--- config.mk ---
export PLATFORM = sky130hd
export DESIGN_NAME = roi_feature_extract
export DESIGN_NICKNAME = d
export VERILOG_FILES = /design/src/rtl/roi_feature_extract.sv
export SDC_FILE = /design/constraint.sdc
export NUM_CORES = 1
export LEC_CHECK = 0
export BUFFER_PORTS_ARGS = -buffer_cell sky130_fd_sc_hd__buf_2
export CAP_MARGIN = 20
export CELL_PAD_IN_SITES_DETAIL_PLACEMENT = 0
export CELL_PAD_IN_SITES_GLOBAL_PLACEMENT = 1
export CORE_MARGIN = 3
export CORE_UTILIZATION = 45
export CTS_CLUSTER_DIAMETER = 100
export CTS_CLUSTER_SIZE = 16
export DETAILED_ROUTE_END_ITERATION = 8
export PLACE_DENSITY = 0.8
export SYNTH_ARGS = -nofsm -noshare
export SYNTH_HDL_FRONTEND = slang
export SYNTH_SLANG_ARGS = --single-unit
--- constraint.sdc ---
create_clock -name clk -period 10.7 [get_ports clk]
set_input_delay 1.605 -clock clk [delete_from_list [all_inputs] [get_ports clk]]
set_output_delay 1.605 -clock clk [all_outputs]
set_load 0.05 [all_outputs]
--- src/rtl/roi_feature_extract.sv ---
// Re-reads the binarised frame over a detected bounding box and reduces it to a
// GRID x GRID black/white feature vector for the digit classifier.
//
// state  | meaning
// IDLE   | waiting for ifinish to rise to 2'b11
// CHECK  | clamp and validate the box, load scan start address
// SCAN   | one frame-buffer read per enabled cycle, raster order
// DRAIN  | last read in flight, final band commit pending
// DONE   | ovalid pulse
module roi_feature_extract #(
    parameter int IMG_W     = 640,
    parameter int IMG_H     = 480,
    parameter int GRID      = 8,
    parameter int MIN_BLACK = 2
) (
    input  logic                   clk,
    input  logic                   rst,
    input  logic                   en,
    input  logic [19:0]            iRow,
    input  logic [19:0]            iCol,
    input  logic [1:0]             ifinish,
    output logic [18:0]            oaddr,
    output logic                   ord_en,
    input  logic [9:0]             idata,
    output logic [GRID*GRID-1:0]   ofeature,
    output logic                   ovalid,
    output logic                   oerr,
    output logic                   obusy
);
    localparam int CW = (GRID > 1) ? $clog2(GRID) : 1;
    localparam logic [10:0]   IMG_W11 = 11'(IMG_W);
    localparam logic [10:0]   IMG_H11 = 11'(IMG_H);
    localparam logic [10:0]   GRID11  = 11'(GRID);
    localparam logic [18:0]   IMG_W19 = 19'(IMG_W);
    localparam logic [15:0]   MINB    = 16'(MIN_BLACK);
    localparam logic [CW-1:0] ONE_C   = 1;

    typedef enum logic [2:0] {S_IDLE, S_CHECK, S_SCAN, S_DRAIN, S_DONE} state_t;

    state_t               state_q, state_d;
    logic [1:0]           fin_prev_q, fin_prev_d;
    logic [10:0]          w_q, w_d, h_q, h_d;
    logic [10:0]          col_q, col_d, row_q, row_d;
    logic [10:0]          acc_x_q, acc_x_d, acc_y_q, acc_y_d;
    logic [CW-1:0]        cx_q, cx_d, cy_q, cy_d;
    logic [18:0]          oaddr_q, oaddr_d, row_start_q, row_start_d;
    logic                 rd_dly_q, rd_dly_d, eob_dly_q, eob_dly_d;
    logic [CW-1:0]        cx_dly_q, cx_dly_d, cy_dly_q, cy_dly_d;
    logic                 commit_q, commit_d;
    logic [CW-1:0]        commit_cy_q, commit_cy_d;
    logic [15:0]          cnt_q [GRID];
    logic [15:0]          cnt_d [GRID];
    logic [GRID*GRID-1:0] ofeature_q, ofeature_d;
    logic                 oerr_q, oerr_d;

    // Box clamp; the top/left wrap case comes from an underflowed coordinate.
    logic [10:0] top_c, bot_c, left_c, right_c, box_w, box_h, ax, ay;
    logic [18:0] start_addr;
    logic        box_bad, last_col;
    logic [15:0] base;

    always_comb begin
        top_c   = ({1'b0, iRow[9:0]}   >= IMG_H11) ? 11'd0 : {1'b0, iRow[9:0]};
        bot_c   = ({1'b0, iRow[19:10]} >= IMG_H11) ? IMG_H11 - 11'd1 : {1'b0, iRow[19:10]};
        left_c  = ({1'b0, iCol[9:0]}   >= IMG_W11) ? 11'd0 : {1'b0, iCol[9:0]};
        right_c = ({1'b0, iCol[19:10]} >= IMG_W11) ? IMG_W11 - 11'd1 : {1'b0, iCol[19:10]};
        box_w   = right_c - left_c + 11'd1;
        box_h   = bot_c - top_c + 11'd1;
        box_bad = (top_c > bot_c) || (left_c > right_c) || (box_w < GRID11) || (box_h < GRID11);
        start_addr = 19'(top_c) * IMG_W19 + 19'(left_c);
        last_col = (col_q == w_q - 11'd1);
        ax = acc_x_q + GRID11;
        ay = acc_y_q + GRID11;
    end

    always_comb begin
        state_d     = state_q;
        fin_prev_d  = ifinish;
        w_d         = w_q;
        h_d         = h_q;
        col_d       = col_q;
        row_d       = row_q;
        acc_x_d     = acc_x_q;
        acc_y_d     = acc_y_q;
        cx_d        = cx_q;
        cy_d        = cy_q;
        oaddr_d     = oaddr_q;
        row_start_d = row_start_q;
        rd_dly_d    = 1'b0;
        eob_dly_d   = 1'b0;
        cx_dly_d    = cx_q;
        cy_dly_d    = cy_q;
        commit_d    = eob_dly_q;
        commit_cy_d = cy_dly_q;
        ofeature_d  = ofeature_q;
        oerr_d      = oerr_q;
        base        = '0;

        // Commit clears the band counters while the next band's first pixel may
        // already be landing, so the clear and the increment share one update.
        for (int k = 0; k < GRID; k++) begin
            base = commit_q ? 16'd0 : cnt_q[k];
            if (rd_dly_q && (idata == 10'd0) && (cx_dly_q == CW'(k)) && (base != 16'hFFFF))
                cnt_d[k] = base + 16'd1;
            else
                cnt_d[k] = base;
        end
        for (int b = 0; b < GRID; b++)
            for (int k = 0; k < GRID; k++)
                if (commit_q && (commit_cy_q == CW'(b)))
                    ofeature_d[b*GRID+k] = (cnt_q[k] >= MINB);

        unique case (state_q)
            S_IDLE: begin
                if (en && (ifinish == 2'b11) && (fin_prev_q != 2'b11))
                    state_d = S_CHECK;
            end
            S_CHECK: begin
                w_d = box_w;
                h_d = box_h;
                if (box_bad) begin
                    state_d    = S_DONE;
                    oerr_d     = 1'b1;
                    ofeature_d = '0;
                end else begin
                    state_d     = S_SCAN;
                    oaddr_d     = start_addr;
                    row_start_d = start_addr;
                    col_d       = '0;
                    row_d       = '0;
                    acc_x_d     = '0;
                    acc_y_d     = '0;
                    cx_d        = '0;
                    cy_d        = '0;
                end
            end
            S_SCAN: begin
                if (en) begin
                    rd_dly_d  = 1'b1;
                    eob_dly_d = last_col && (ay >= h_q);
                    if (last_col) begin
                        col_d       = '0;
                        acc_x_d     = '0;
                        cx_d        = '0;
                        row_d       = row_q + 11'd1;
                        row_start_d = row_start_q + IMG_W19;
                        oaddr_d     = row_start_q + IMG_W19;
                        if (ay >= h_q) begin
                            acc_y_d = ay - h_q;
                            cy_d    = cy_q + ONE_C;
                        end else begin
                            acc_y_d = ay;
                        end
                        if (row_q == h_q - 11'd1)
                            state_d = S_DRAIN;
                    end else begin
                        col_d   = col_q + 11'd1;
                        oaddr_d = oaddr_q + 19'd1;
                        if (ax >= w_q) begin
                            acc_x_d = ax - w_q;
                            cx_d    = cx_q + ONE_C;
                        end else begin
                            acc_x_d = ax;
                        end
                    end
                end
            end
            S_DRAIN: begin
                if (commit_q && !rd_dly_q) begin
                    state_d = S_DONE;
                    oerr_d  = 1'b0;
                end
            end
            S_DONE: state_d = S_IDLE;
            default: state_d = S_IDLE;
        endcase
    end

    always_ff @(posedge clk or negedge rst) begin
        if (!rst) begin
            state_q     <= S_IDLE;
            fin_prev_q  <= 2'b11;
            w_q         <= '0;
            h_q         <= '0;
            col_q       <= '0;
            row_q       <= '0;
            acc_x_q     <= '0;
            acc_y_q     <= '0;
            cx_q        <= '0;
            cy_q        <= '0;
            oaddr_q     <= '0;
            row_start_q <= '0;
            rd_dly_q    <= 1'b0;
            eob_dly_q   <= 1'b0;
            cx_dly_q    <= '0;
            cy_dly_q    <= '0;
            commit_q    <= 1'b0;
            commit_cy_q <= '0;
            ofeature_q  <= '0;
            oerr_q      <= 1'b0;
            for (int k = 0; k < GRID; k++) cnt_q[k] <= '0;
        end else begin
            state_q     <= state_d;
            fin_prev_q  <= fin_prev_d;
            w_q         <= w_d;
            h_q         <= h_d;
            col_q       <= col_d;
            row_q       <= row_d;
            acc_x_q     <= acc_x_d;
            acc_y_q     <= acc_y_d;
            cx_q        <= cx_d;
            cy_q        <= cy_d;
            oaddr_q     <= oaddr_d;
            row_start_q <= row_start_d;
            rd_dly_q    <= rd_dly_d;
            eob_dly_q   <= eob_dly_d;
            cx_dly_q    <= cx_dly_d;
            cy_dly_q    <= cy_dly_d;
            commit_q    <= commit_d;
            commit_cy_q <= commit_cy_d;
            ofeature_q  <= ofeature_d;
            oerr_q      <= oerr_d;
            for (int k = 0; k < GRID; k++) cnt_q[k] <= cnt_d[k];
        end
    end

    assign oaddr    = oaddr_q;
    assign ord_en   = (state_q == S_SCAN) && en;
    assign ofeature = ofeature_q;
    assign ovalid   = (state_q == S_DONE);
    assign oerr     = oerr_q;
    assign obusy    = (state_q != S_IDLE);
endmodule
==> Word level (Yosys, flattened, before mapping) <==
Index checks and enable logic that the tools add are counted.
{ "totals": {"reg_bits": 320, "in_bits": 55, "elab_cells": 289} }
{ "classes": {"add_sub_neg": 25, "multipliers": 1, "n_lt_le_gt_ge": 18, "n_eq_ne": 39, "mux": 131, "n_reduce_logical": 47} }
{ "ops": {"columns": ["operator", "count"], "rows": [
  ["$mux 16", 16],
  ["$add 16x1->16 const B", 8],
  ["$ge 16x2->1 const B", 8],
  ["$mux 64", 2],
  ["$ne 16x16->1 const B", 8],
  ["$mux 11", 11],
  ["$mux 19", 5],
  ["$pmux 11 s2", 4],
  ["$pmux 19 s2", 2],
  ["$mux 1", 70],
  ["$add 11x1->11 const B", 4],
  ["$mux 10", 4],
  ["$mux 3", 13],
  ["$logic_and 1x1->1", 30],
  ["$eq 3x3->1 const B", 9],
  ["$add 11x4->11 const B", 2],
  ["$eq 11x11->1", 2],
  ["$ge 11x11->1", 2],
  ["$lt 11x4->1 const B", 2],
  ["$sub 10x10->11", 2],
  ["$sub 11x1->11 const B", 2],
  ["$sub 11x11->11", 2],
  ["$ge 10x10->1 const B", 2],
  ["$ge 10x9->1 const B", 2],
  ["23 further kinds", 49]
]} }

==> Longest topological paths before layout <==
Gate-level depths: netlist of run 1.
{ "depth": {"depth_word": 9, "depth_mapped": 19, "mapped_depth_nobuf": 17} }

==> Worst setup path before layout of run 1 <==
OpenSTA, ideal clock, no wires.
{ "synth_timing": {"path_type": "input -> register", "start": "input iRow[8]", "end": "register oaddr_q[2], in the netlist oaddr[2]", "setup_ns": 0.125, "arrival_ns": 5.248, "slack_ns": 5.327, "stages": 17, "path_buffers": 2, "path_cell_list": "a41oi_1 -> and2_1 -> ha_1 -> inv_1 -> ha_1 -> inv_1 -> fa_1 -> nor2b_1 -> o22a_1 -> nand2_1 -> a311oi_1 -> nand3_1 -> o41a_1 -> a21oi_1 -> buf_2 -> buf_2 -> mux2_2"} }
{ "synth_between": {"elab_chain_cells": 8, "word_cells_on_any_way": 11} }
{ "synth_lines": {"columns": ["item", "line_no", "text"], "rows": [
  ["from (decl)", "19", "input logic [19:0] iRow,"],
  ["$ge 10x9->1", "63", "top_c = ({1'b0, iRow[9:0]} >= IMG_H11) ? 11'd0 : {1'b0, iRow[9:0]};"],
  ["$mux 10 (*)", "63", null],
  ["$sub 10x10->11 / $gt 10x10->1 (equally long branches)", "68, 69", null],
  ["$add 11x1->11 / $logic_or 1x1->1 (equally long branches)", "68, 69", null],
  ["$lt 11x4->1 / $logic_or 1x1->1 (equally long branches)", "69", "box_bad = (top_c > bot_c) || (left_c > right_c) || (box_w < GRID11) || (box_h < GRID11);"],
  ["$logic_or 1x1->1 (*)", "69", null],
  ["$ne 2x2->1 (no source line) (*)", null, null],
  ["$reduce_and 3->1 (no source line) (*)", null, null],
  ["to (signal assigned)", "213", "oaddr_q <= oaddr_d;"],
  ["to (decl)", "46", "logic [18:0] oaddr_q, oaddr_d, row_start_q, row_start_d;"]
]} }
Every way passes the cells marked *; elsewhere a longest branch is shown, timed or not.
A chain may end at the register's enable or synchronous reset.

==> Worst setup path after layout of run 1 <==
{ "layout_timing": {"start": "input iRow[8]", "end": "register oaddr_q[3], in the netlist oaddr[3]"} }
Same word-level chain as after synthesis.

==> results of run 1 <==
critical path, delay by kind of cell:
family	cells	cell delay [ns]
AOI/OAI and AO/OA	5	2.12
muxes	1	0.38
buffers and inverters	4	0.72
and+or+nand+nor	4	0.75
adders and majority gates	3	0.86
routing by layer:
metal	track usage, %	up-vias	wire (um)
met3	2.45	55	1870
met2	34.1	288	22300
met1	28.3	7626	22600
met4	5.52	0	1410
li1	-	7916	-
met5	0	-	0
synth_stat cells, types with 8 or more instances:
library cell	instances
nor4_1	38
dfrtp_1	318
a31oi_1	10
o31ai_1	14
nor3b_1	14
nor2b_1	68
nor2_1	227
nor3_1	25
and2_1	22
xnor2_1	131
o21bai_1	8
fa_1	8
o21ai_0	131
a21o_1	24
nand3_1	78
o211ai_1	8
xor2_1	73
o22ai_1	9
buf_1	11
ha_1	115
a211oi_1	77
buf_2	18
clkbuf_1	54
or3_1	35
and4_1	17
or2_2	9
nand2_1	188
and3_1	45
a21oi_1	113
nand4_1	45
mux2_2	27
nand2b_1	43
inv_1	110
sequential cells by signal, summed over array words and instances, names as in the netlist, 11 cells and up:
signal and flops:
acc_y_q 11, cnt_q 128, oaddr 19, w_q 11, row_start_q 19, col_q 11, acc_x_q 11, h_q 11
row_q 11, ofeature 64
per-stage QoR:
stage / std cells / util [%] / hold WS [ns] / power [mW]
after floorplan: 2215 / - / 0.331 / 1.63
after global placement: 2868 / 48.8 / 0.334 / 1.76
after detailed placement: 2868 / 48.8 / 0.336 / 1.76
after CTS: 2902 / 50.4 / 0.352 / 2.65
after global routing: 2903 / 50.4 / 0.372 / 2.74
final: 2903 / 50.4 / 0.348 / 2.61
cells by family after synthesis:
logic type,count (synthesis),share of synthesized area [%]
mux,34,1.88
flops,320,40.3
buf+inv,197,3.89
compound gates,449,14.3
other cells,2,0.0378
simple gates,883,22.6
fa+ha+maj,123,8.04
xor+xnor,204,8.99
final cells by class:
| type | count | area [um2] |
|---|---|---|
| fillers | 4126 | 21500 |
| multi-input cells | 1698 | 11200 |
| flip-flops and latches | 320 | 8010 |
| repair buffers | 155 | 833 |
| well taps | 585 | 732 |
| clock buffers | 31 | 637 |
| inverters | 111 | 417 |
| clock inverters | 3 | 57.6 |
report_power, final:
part / internal [mW] / switching [mW] / total, mW
registers: 1.25 / 0.0228 / 1.27
logic: 0.139 / 0.324 / 0.464
clock network: 0.443 / 0.428 / 0.871
placed cells by master, fill, tap and decap left out, drive strengths merged, types with 4 or more instances in the layout:
master,n
o21ai,133
nor2b,68
a41oi,4
nor3,25
nand2,188
nor3b,14
o211a,5
mux2i,7
clkbuf,31
or4,6
o22ai,9
o31ai,14
and2,25
dfrtp,318
ha,115
buf,155
inv,111
nand4b,6
mux2,27
and4,17
or2,11
nand3,78
conb,5
and3,45
a21oi,115
nor4,42
a31oi,10
o211ai,8
o2bb2ai,4
fa,8
or3,36
nand4,45
nor2,227
a211oi,77
xnor2,131
a21o,24
nand2b,43
o21bai,8
xor2,73
o21a,4
worst min path at each step:
stage,startpoint,to
2_1_floorplan,commit_cy_d[0],commit_cy_q[0]
3_3_place_gp,commit_d,commit_q
3_5_place_dp,commit_d,commit_q
4_1_cts,commit_d,commit_q
5_1_grt,commit_d,commit_q
6_report,commit_d,commit_q
==> results.toml, run 1 <==
[status]
outcome = "finished clean"

[logic_synthesis]
synth_top_cell_by_area = "dfrtp_1"
netlist_top_cells_area = "dfrtp_1 40%, ha_1 7.2%, xnor2_1 5.8%"
netlist-cell-type-count = 77
asyncSetResetFlopFracSynth_pct = 100
synth_top_cell_area_share_pct = 40.0
ffs_latches_synth = 320
synthesis.instances = 2212
yosys_most_used_dff = "dfrtp_1"
synth-warning-count = 0
synth-edff-count = 0
netlist_area_um2 = 19900
syn_area_per_cell_um2 = 8.99
synth_seq_area_share_pct = 40.3

[global_routing]
grt_max_degree = 158
gr-total-overflow = 0
grt_use_total_pct = 20.5
grt_first_pass_wirelength_mm = 80.6
via_count_of_the_first_global_routing_pass = 15828
grt_antenna_before_repair = 1

[worst_setup_path]
endpoint_kind = "flop"
worstPathArrival_ns = 6.48
worstReg2RegStart = "commit_q"
worstPathMaxFanout = 43
worst_setup_path_start_kind = "primary input"
timing.critical_path.cells = "buf_2 -> a41oi_1 -> and2_1 -> ha_1 -> inv_1 -> ha_1 -> inv_1 -> fa_1 -> nor2b_1 -> o22a_1 -> nand2_1 -> a311oi_1 -> nand3_1 -> o41a_1 -> a21oi_4 -> buf_4 -> mux2_2"
worst_r2r_path_depth = 12
crit_required_ns = 11.13
rr_endpoint = "cnt_q[93]"
critical_path_class = "primary input to flop"
crit_start = "iRow[8]"
cp_slowest_cell = "a21oi_4"
cpPeakStageDelay_ns = 0.69
rrSetupSlack_ns = 6.86
timing.critical_path.to = "oaddr[3]"

[timing]
final.setup_skew_ns = 0.0162
maxSlewViolCount = 0
max_slew.worst_pin.slew_ns = 1.02
grt_setup_unrepaired = "false"
layout_worst_path_cycle_share_pct = 56.5
totalNegativeSetupSlack_ns = 0
setup_viol = 0
final_ws_setup_ns = 4.65
slew_headroom_pct = 32.0
max_freq_mhz = 165
fin_crit_ns = 6.05
timing.final.hold_violations = 0

[floorplan]
die_w_um = 216
num_rows = 76
top_level_ports = 142
die_h_um = 216
initial_core_util_pct = 45.9
total_die_area_um2 = 46700
floorplan.core_area_um2 = 43400

[finish]
synth_to_final_area_change_pct = 9.89
num_antenna_cells = 0
final_instance_area_um2 = 21800
proportion_of_layout_cells_with_a_drive_suffix_above_1_pct = 10.4
nets = 2488

[run]
maxCapViolations = 0

[pwr]
power.leakage_nw = 10.2
vdd_drop_max_v = 0.0000851
powerDensity_nw_per_um2 = 119

[drt]
detail_route.wirelength_mm = 48.2
antenna_left = 0
num_vias = 15885
wl_per_instance_um = 16.6
drt_drc_violations_left = 0
detail_route.iter0.violations = 1064
via_density_per_instance = 5.47
detail_route.first_pass.iterations = 5

[clock_network]
cts.path.max_buffers = 3
clkSinkCount = 320
cts_hold_buffers = 0
cts_post_setup_buffers_inserted = 0
cts-htree-levels = 1
tritoncts = "built"
tritoncts.num_buffers = 24
clock_insertion_delay_worst_skew_ns = 0.55
path_clk_slew_ns = 0.07
ctsRootBufferMaster = "clkbuf_16"
cts_resized = 0

[placed_design]
portBuffers = 141
place.gp.congestion = 0.860
place_worst_setup_slack_ns = 4.09
detailed_place_hpwl_mm = 34.7
placedInstanceArea_um2 = 21100

[worst_hold_path]
timing.hold.worst.class = "flop to flop"
hold_depth = 0
Note: power is estimated with default switching activity, not from simulation.
==> run 2, diff against run 1 <==
CORE_UTILIZATION = 43   (was 45)
clock period = 5.5 ns   (was 10.7 ns; I/O delays follow)
==> run 2 against run 1 <==
Clock skew increased by 0.011 ns. Setup slack got worse by 3.7 ns. Sequential share of layout area decreased by 0.20 points. Worst hold slack got worse by 0.081 ns. Clock power increased by 97%. Global-route usage fell by 0.83 points. Count of clock-buffer cells in the layout unchanged. Power rose by 96%. Flip-flop and latch count unchanged. Core utilization decreased by 2.2 points. Cell area rose by 0.54%. Routed wire length is 1.6% higher. Critical path type unchanged. Largest cell class unchanged. Highest routed layer unchanged.
==> results.toml, run 2 (synthesized netlist as in run 1, its figures left out) <==
[status]
outcome = "finished clean"

[drt]
num_vias = 16058
detail_route.first_pass.iterations = 5
detail_route.iter0.violations = 911
antenna_left = 0
drt_drc_violations_left = 0
via_density_per_instance = 5.48
detail_route.wirelength_mm = 48.9
wl_per_instance_um = 16.7

[finish]
nets = 2498
proportion_of_layout_cells_with_a_drive_suffix_above_1_pct = 10.8
layout.cells.most_common_list = "317 x dfrtp_1, 226 x nor2_1, 188 x nand2_1, 140 x buf_2"
layout.filler_cells = 4354
synth_to_final_area_change_pct = 10.5
largest_reg_flops = 128
register_containing_the_most_flip_flops_in_the_final_layout = "cnt_q"
layout.cells.most_common = "dfrtp_1"
post_layout_nonfiller_instances = 2928
num_antenna_cells = 0

[worst_setup_path]
critPathBufInv = 3
critical_path_class = "primary input to flop"
worst_r2r_path_depth = 13
cp_slowest_cell = "o21ai_2"
timing.critical_path.depth = 17
crit_start = "iRow[8]"
worst_setup_path_start_kind = "primary input"
worstReg2RegStart = "acc_y_q[3]"
timing.critical_path.to = "row_start_q[8]"
endpoint_kind = "flop"
rrSetupSlack_ns = 1.88
worstPathMaxFanout = 17
crit_family = "compound AO/OA/AOI/OAI gates"
crit_required_ns = 5.89
cpPeakStageDelay_ns = 0.66
worstPathArrival_ns = 4.97
rr_endpoint = "acc_y_q[1]"
timing.critical_path.cells = "buf_2 -> a41oi_1 -> and2_1 -> ha_1 -> inv_1 -> ha_1 -> inv_1 -> fa_1 -> nor2b_1 -> o22a_1 -> nand2_1 -> a311oi_1 -> nand3_1 -> o41a_1 -> and2_0 -> o21ai_2 -> o21ai_0"

[timing]
max_freq_mhz = 218
maxSlewViolCount = 0
slew_headroom_pct = 32.5
max_slew.worst_pin.slew_ns = 1.01
grt_setup_unrepaired = "false"
fin_crit_ns = 4.58
timing.final.hold_violations = 0
layout_worst_path_cycle_share_pct = 83.2
final.setup_skew_ns = 0.0272
totalNegativeSetupSlack_ns = 0
setup_viol = 0

[clock_network]
cts-htree-levels = 1
path_clk_slew_ns = 0.08
ctsRootBufferMaster = "clkbuf_16"
cts_hold_buffers = 0
tritoncts = "built"
tritoncts.num_buffers = 24
cts_post_setup_buffers_inserted = 0
clkSinkCount = 320
clock_insertion_delay_worst_skew_ns = 0.56
cts_resized = 0
cts.path.max_buffers = 3

[worst_hold_path]
timing.hold.worst.class = "primary input to asynchronous set/reset pin"

[pwr]
vdd_drop_max_v = 0.000213
power.leakage_nw = 10.3
powerDensity_nw_per_um2 = 233

[floorplan]
total_die_area_um2 = 48900
floorplan.core_area_um2 = 45600
top_level_ports = 142
initial_core_util_pct = 43.6
die_h_um = 221
die_w_um = 221
num_rows = 78

[placed_design]
place.detailed.instances = 2891
portBuffers = 141
detailed_place_hpwl_mm = 35.5
place.gp.congestion = 0.852

[global_routing]
grt_use_total_pct = 19.6
grt_antenna_before_repair = 2
gr-total-overflow = 0
via_count_of_the_first_global_routing_pass = 15769
grt_max_degree = 130
grt_first_pass_wirelength_mm = 81.6

[run]
maxCapViolations = 0
## run 2: changes by cell type in the layout (fill, tap and decap cells not counted)
cell,delta
buf_12,+2
buf_4,+8
## run 2: cell type report
| cell class | count | area (um2) | share of cell area [%] |
|---|---|---|---|
| Clock buffer | 31 | 637 | 2.90 |
| Clock inverter | 3 | 57.6 | 0.262 |
| Timing Repair Buffer | 165 | 933 | 4.25 |
| Inverter | 111 | 417 | 1.90 |
| Sequential cell | 320 | 8010 | 36.5 |
| Multi-Input combinational cell | 1698 | 11200 | 50.8 |
| Tap cell | 600 | 751 | 3.42 |
## run 2: routing by layer
metal / global-route usage, % / share of wire, % / vias up
met2: 32.8 / 47 / 298
li1: - / - / 7943
met1: 27.5 / 47 / 7762
met4: 4.57 / 2.3 / 0
met3: 2.16 / 3.7 / 55
met5: 0 / 0 / -
## run 2: stage by stage
step | power [mW] | utilization [%] | setup WS (ns) | hold slack [ns] | area, um2
6_report | 5.11 | 48.2 | 0.922 | 0.267 | 22000
5_1_grt | 5.34 | 48.2 | 0.612 | 0.330 | 22000
4_1_cts | 5.17 | 48.2 | 0.946 | 0.311 | 21900
3_5_place_dp | 3.44 | 46.6 | 0.335 | 0.337 | 21300
3_3_place_gp | 3.43 | 46.6 | 0.482 | 0.336 | 21300
2_1_floorplan | 3.16 | - | 0.907 | 0.331 | 19900
## run 2: worst min path at each step
stage,startpoint,to,slack [ns],cells past startpoint
3_5_place_dp,commit_cy_d[2],commit_cy_q[2],0.34,0
3_3_place_gp,commit_d,commit_q,0.34,0
4_1_cts,rst,cnt_q[106],0.31,1
2_1_floorplan,commit_cy_d[0],commit_cy_q[0],0.33,0
5_1_grt,rst,cnt_q[106],0.33,1
6_report,rst,cnt_q[106],0.27,1
## run 2: where the power goes
part	switching [mW]	internal [mW]
logic	0.637	0.275
registers	0.0456	2.43
clock network	0.857	0.861
==> run 3, diff against run 2 <==
CORE_UTILIZATION = 45   (was 43)
clock period = 4.6 ns   (was 5.5 ns; I/O delays follow)
==> run 3 against run 2 <==
Via count increased by 0.88%. Non-clock buffer count is 26 higher. Highest routed layer unchanged. Core utilization grew 2.9 points. Routed wire length grew 0.44%. Clock power increased by 17%. Die area fell by 4.3%. Setup slack lost 0.49 ns. Power is 19% higher. Register-to-register slack worse by 0.69 ns. Count of clock-buffer cells in the layout is 5 higher. Combinational power rose by 23%.
==> results.toml, run 3 (synthesized netlist as in run 1, its figures left out) <==
[status]
outcome = "finished clean"

[clock_network]
ctsRootBufferMaster = "clkbuf_16"
clock_insertion_delay_worst_skew_ns = 0.54
tritoncts = "built"
cts_post_setup_buffers_inserted = 0
clkSinkCount = 320
cts-htree-levels = 1
path_clk_slew_ns = 0.07
tritoncts.num_buffers = 24
cts_hold_buffers = 0
cts_resized = 0
cts.path.max_buffers = 3

[timing]
max_slew.worst_pin.slew_ns = 1.04
maxSlewViolCount = 0
timing.final.hold_violations = 0
grt_setup_unrepaired = "false"
holdWs_ns = 0.243
slew_headroom_pct = 30.1
max_freq_mhz = 240
layout_worst_path_cycle_share_pct = 90.7
final.setup_skew_ns = 0.0216
totalNegativeSetupSlack_ns = 0
setup_viol = 0
fin_crit_ns = 4.17

[pwr]
vdd_drop_max_v = 0.000256
post-layout-total-power_mw = 6.10
intPower_mw = 4.25
netSwitchingPower_mw = 1.85
power.leakage_nw = 10.4
comb_power_share_pct = 18.3
power.sequential.fraction_pct = 48.6
powerDensity_nw_per_um2 = 275
clockPowerShare_pct = 33.1
swShare_pct = 30.3

[finish]
register_containing_the_most_flip_flops_in_the_final_layout = "cnt_q"
proportion_of_layout_cells_with_a_drive_suffix_above_1_pct = 11.7
num_antenna_cells = 0
nets = 2524
synth_to_final_area_change_pct = 11.5
layout.filler_cells = 4215
layout.cells.most_common_list = "317 x dfrtp_1, 226 x nor2_1, 188 x nand2_1, 140 x buf_2"
layout.cells.most_common = "dfrtp_1"
post_layout_nonfiller_instances = 2943
finalCoreUtilization_pct = 51.1
largest_reg_flops = 128

[global_routing]
met3_usage_in_global_routing_pct = 2.13
via_count_of_the_first_global_routing_pass = 16127
grt_antenna_before_repair = 1
grt.met1_usage_pct = 28.4
gr-total-overflow = 0
grt_max_degree = 118
grtUsageMet2_pct = 36.0
grt_first_pass_wirelength_mm = 82.2
grt_busiest_layer = "met2"
grt_use_total_pct = 20.8

[floorplan]
top_level_ports = 142
floorplan.core_area_um2 = 43400
num_rows = 76
die_w_um = 216
initial_core_util_pct = 45.9
total_die_area_um2 = 46700
die_h_um = 216

[worst_setup_path]
critical_path_class = "primary input to flop"
worstPathMaxFanout = 10
worstPathArrival_ns = 4.65
endpoint_kind = "flop"
crit_required_ns = 5.08
worst_setup_path_start_kind = "primary input"

[drt]
wl_per_instance_um = 16.7
drt_drc_violations_left = 0
detail_route.iter0.violations = 1063
num_vias = 16200
antenna_left = 0
detail_route.first_pass.iterations = 7
detail_route.wirelength_mm = 49.1
via_density_per_instance = 5.50

[placed_design]
place.detailed.instances = 2903
place.gp.congestion = 0.866
detailed_place_hpwl_mm = 36.0
portBuffers = 141

[worst_hold_path]
timing.hold.worst.class = "primary input to asynchronous set/reset pin"

[run]
maxCapViolations = 0
==> run 3: cell types whose count changed in the layout (fill, tap and decap cells not counted) <==
| cell | before | now |
|---|---|---|
| buf_4 | 21 | 45 |
| inv_12 | 0 | 1 |
| inv_8 | 1 | 0 |
| clkbuf_1 | 6 | 11 |
| buf_12 | 3 | 5 |
| bufinv_16 | 1 | 0 |
==> run 3: worst paths after layout <==
kind	from	to	slack, ns	cells after the start
worst max-delay path	iCol[18]	row_q[9]	0.43	17
worst min-delay path	rst	cnt_q[102]	0.24	1
worst max register to register	acc_y_q[4]	acc_y_q[2]	1.19	12
worst min register to register	commit_cy_d[0]	commit_cy_q[0]	0.35	0
max in group asynchronous	rst	w_q[2]	3.29	2
min in group clk	ifinish[0]	fin_prev_q[0]	0.25	1
==> run 3: critical path: stages <==
cell and delay, ns:
buf_2 0.10, o21ai_0 0.40, buf_4 0.21, nand2b_1 0.08, ha_1 0.32, ha_1 0.28
a21o_1 0.21, a2111oi_0 0.50, a21oi_1 0.16, xnor2_1 0.21, and4_1 0.21, a31oi_1 0.08
buf_4 0.18, and2_0 0.20, buf_4 0.20, or4_1 0.51, nand2_1 0.08
==> run 3: per-stage QoR <==
| step | cell area [um2] | worst slack [ns] |
|---|---|---|
| 2_1_floorplan | 19900 | 0.142 |
| 3_3_place_gp | 21500 | -0.0302 |
| 3_5_place_dp | 21500 | -0.125 |
| 4_1_cts | 22100 | 0.428 |
| 5_1_grt | 22200 | 0.0501 |
| 6_report | 22200 | 0.428 |
==> run 3: cell type report <==
class | instances | area [um2] | area share (%)
clock buffers | 36 | 656 | 2.96
clock inverters | 2 | 32.5 | 0.147
inverters | 111 | 417 | 1.88
multi-input cells | 1698 | 11200 | 50.4
flip-flops and latches | 320 | 8010 | 36.2
well taps | 585 | 732 | 3.30
repair buffers | 191 | 1150 | 5.20
==> run 3: metal layers <==
metal	vias up	part of all wire [%]
li1	7998	-
met1	7855	46
met2	282	48
met3	65	3.4
met4	0	2.4
met5	-	0
==> run 3: power by group through the flow <==
stage	Clock (mW)	Sequential, mW	Combinational (mW)
final	2.01	2.96	1.12
after global placement	0	3.02	1.11
after global routing	2.18	2.98	1.22
after detailed placement	0	3.02	1.12
after floorplan	0	3.34	0.439
after CTS	2.08	2.96	1.13
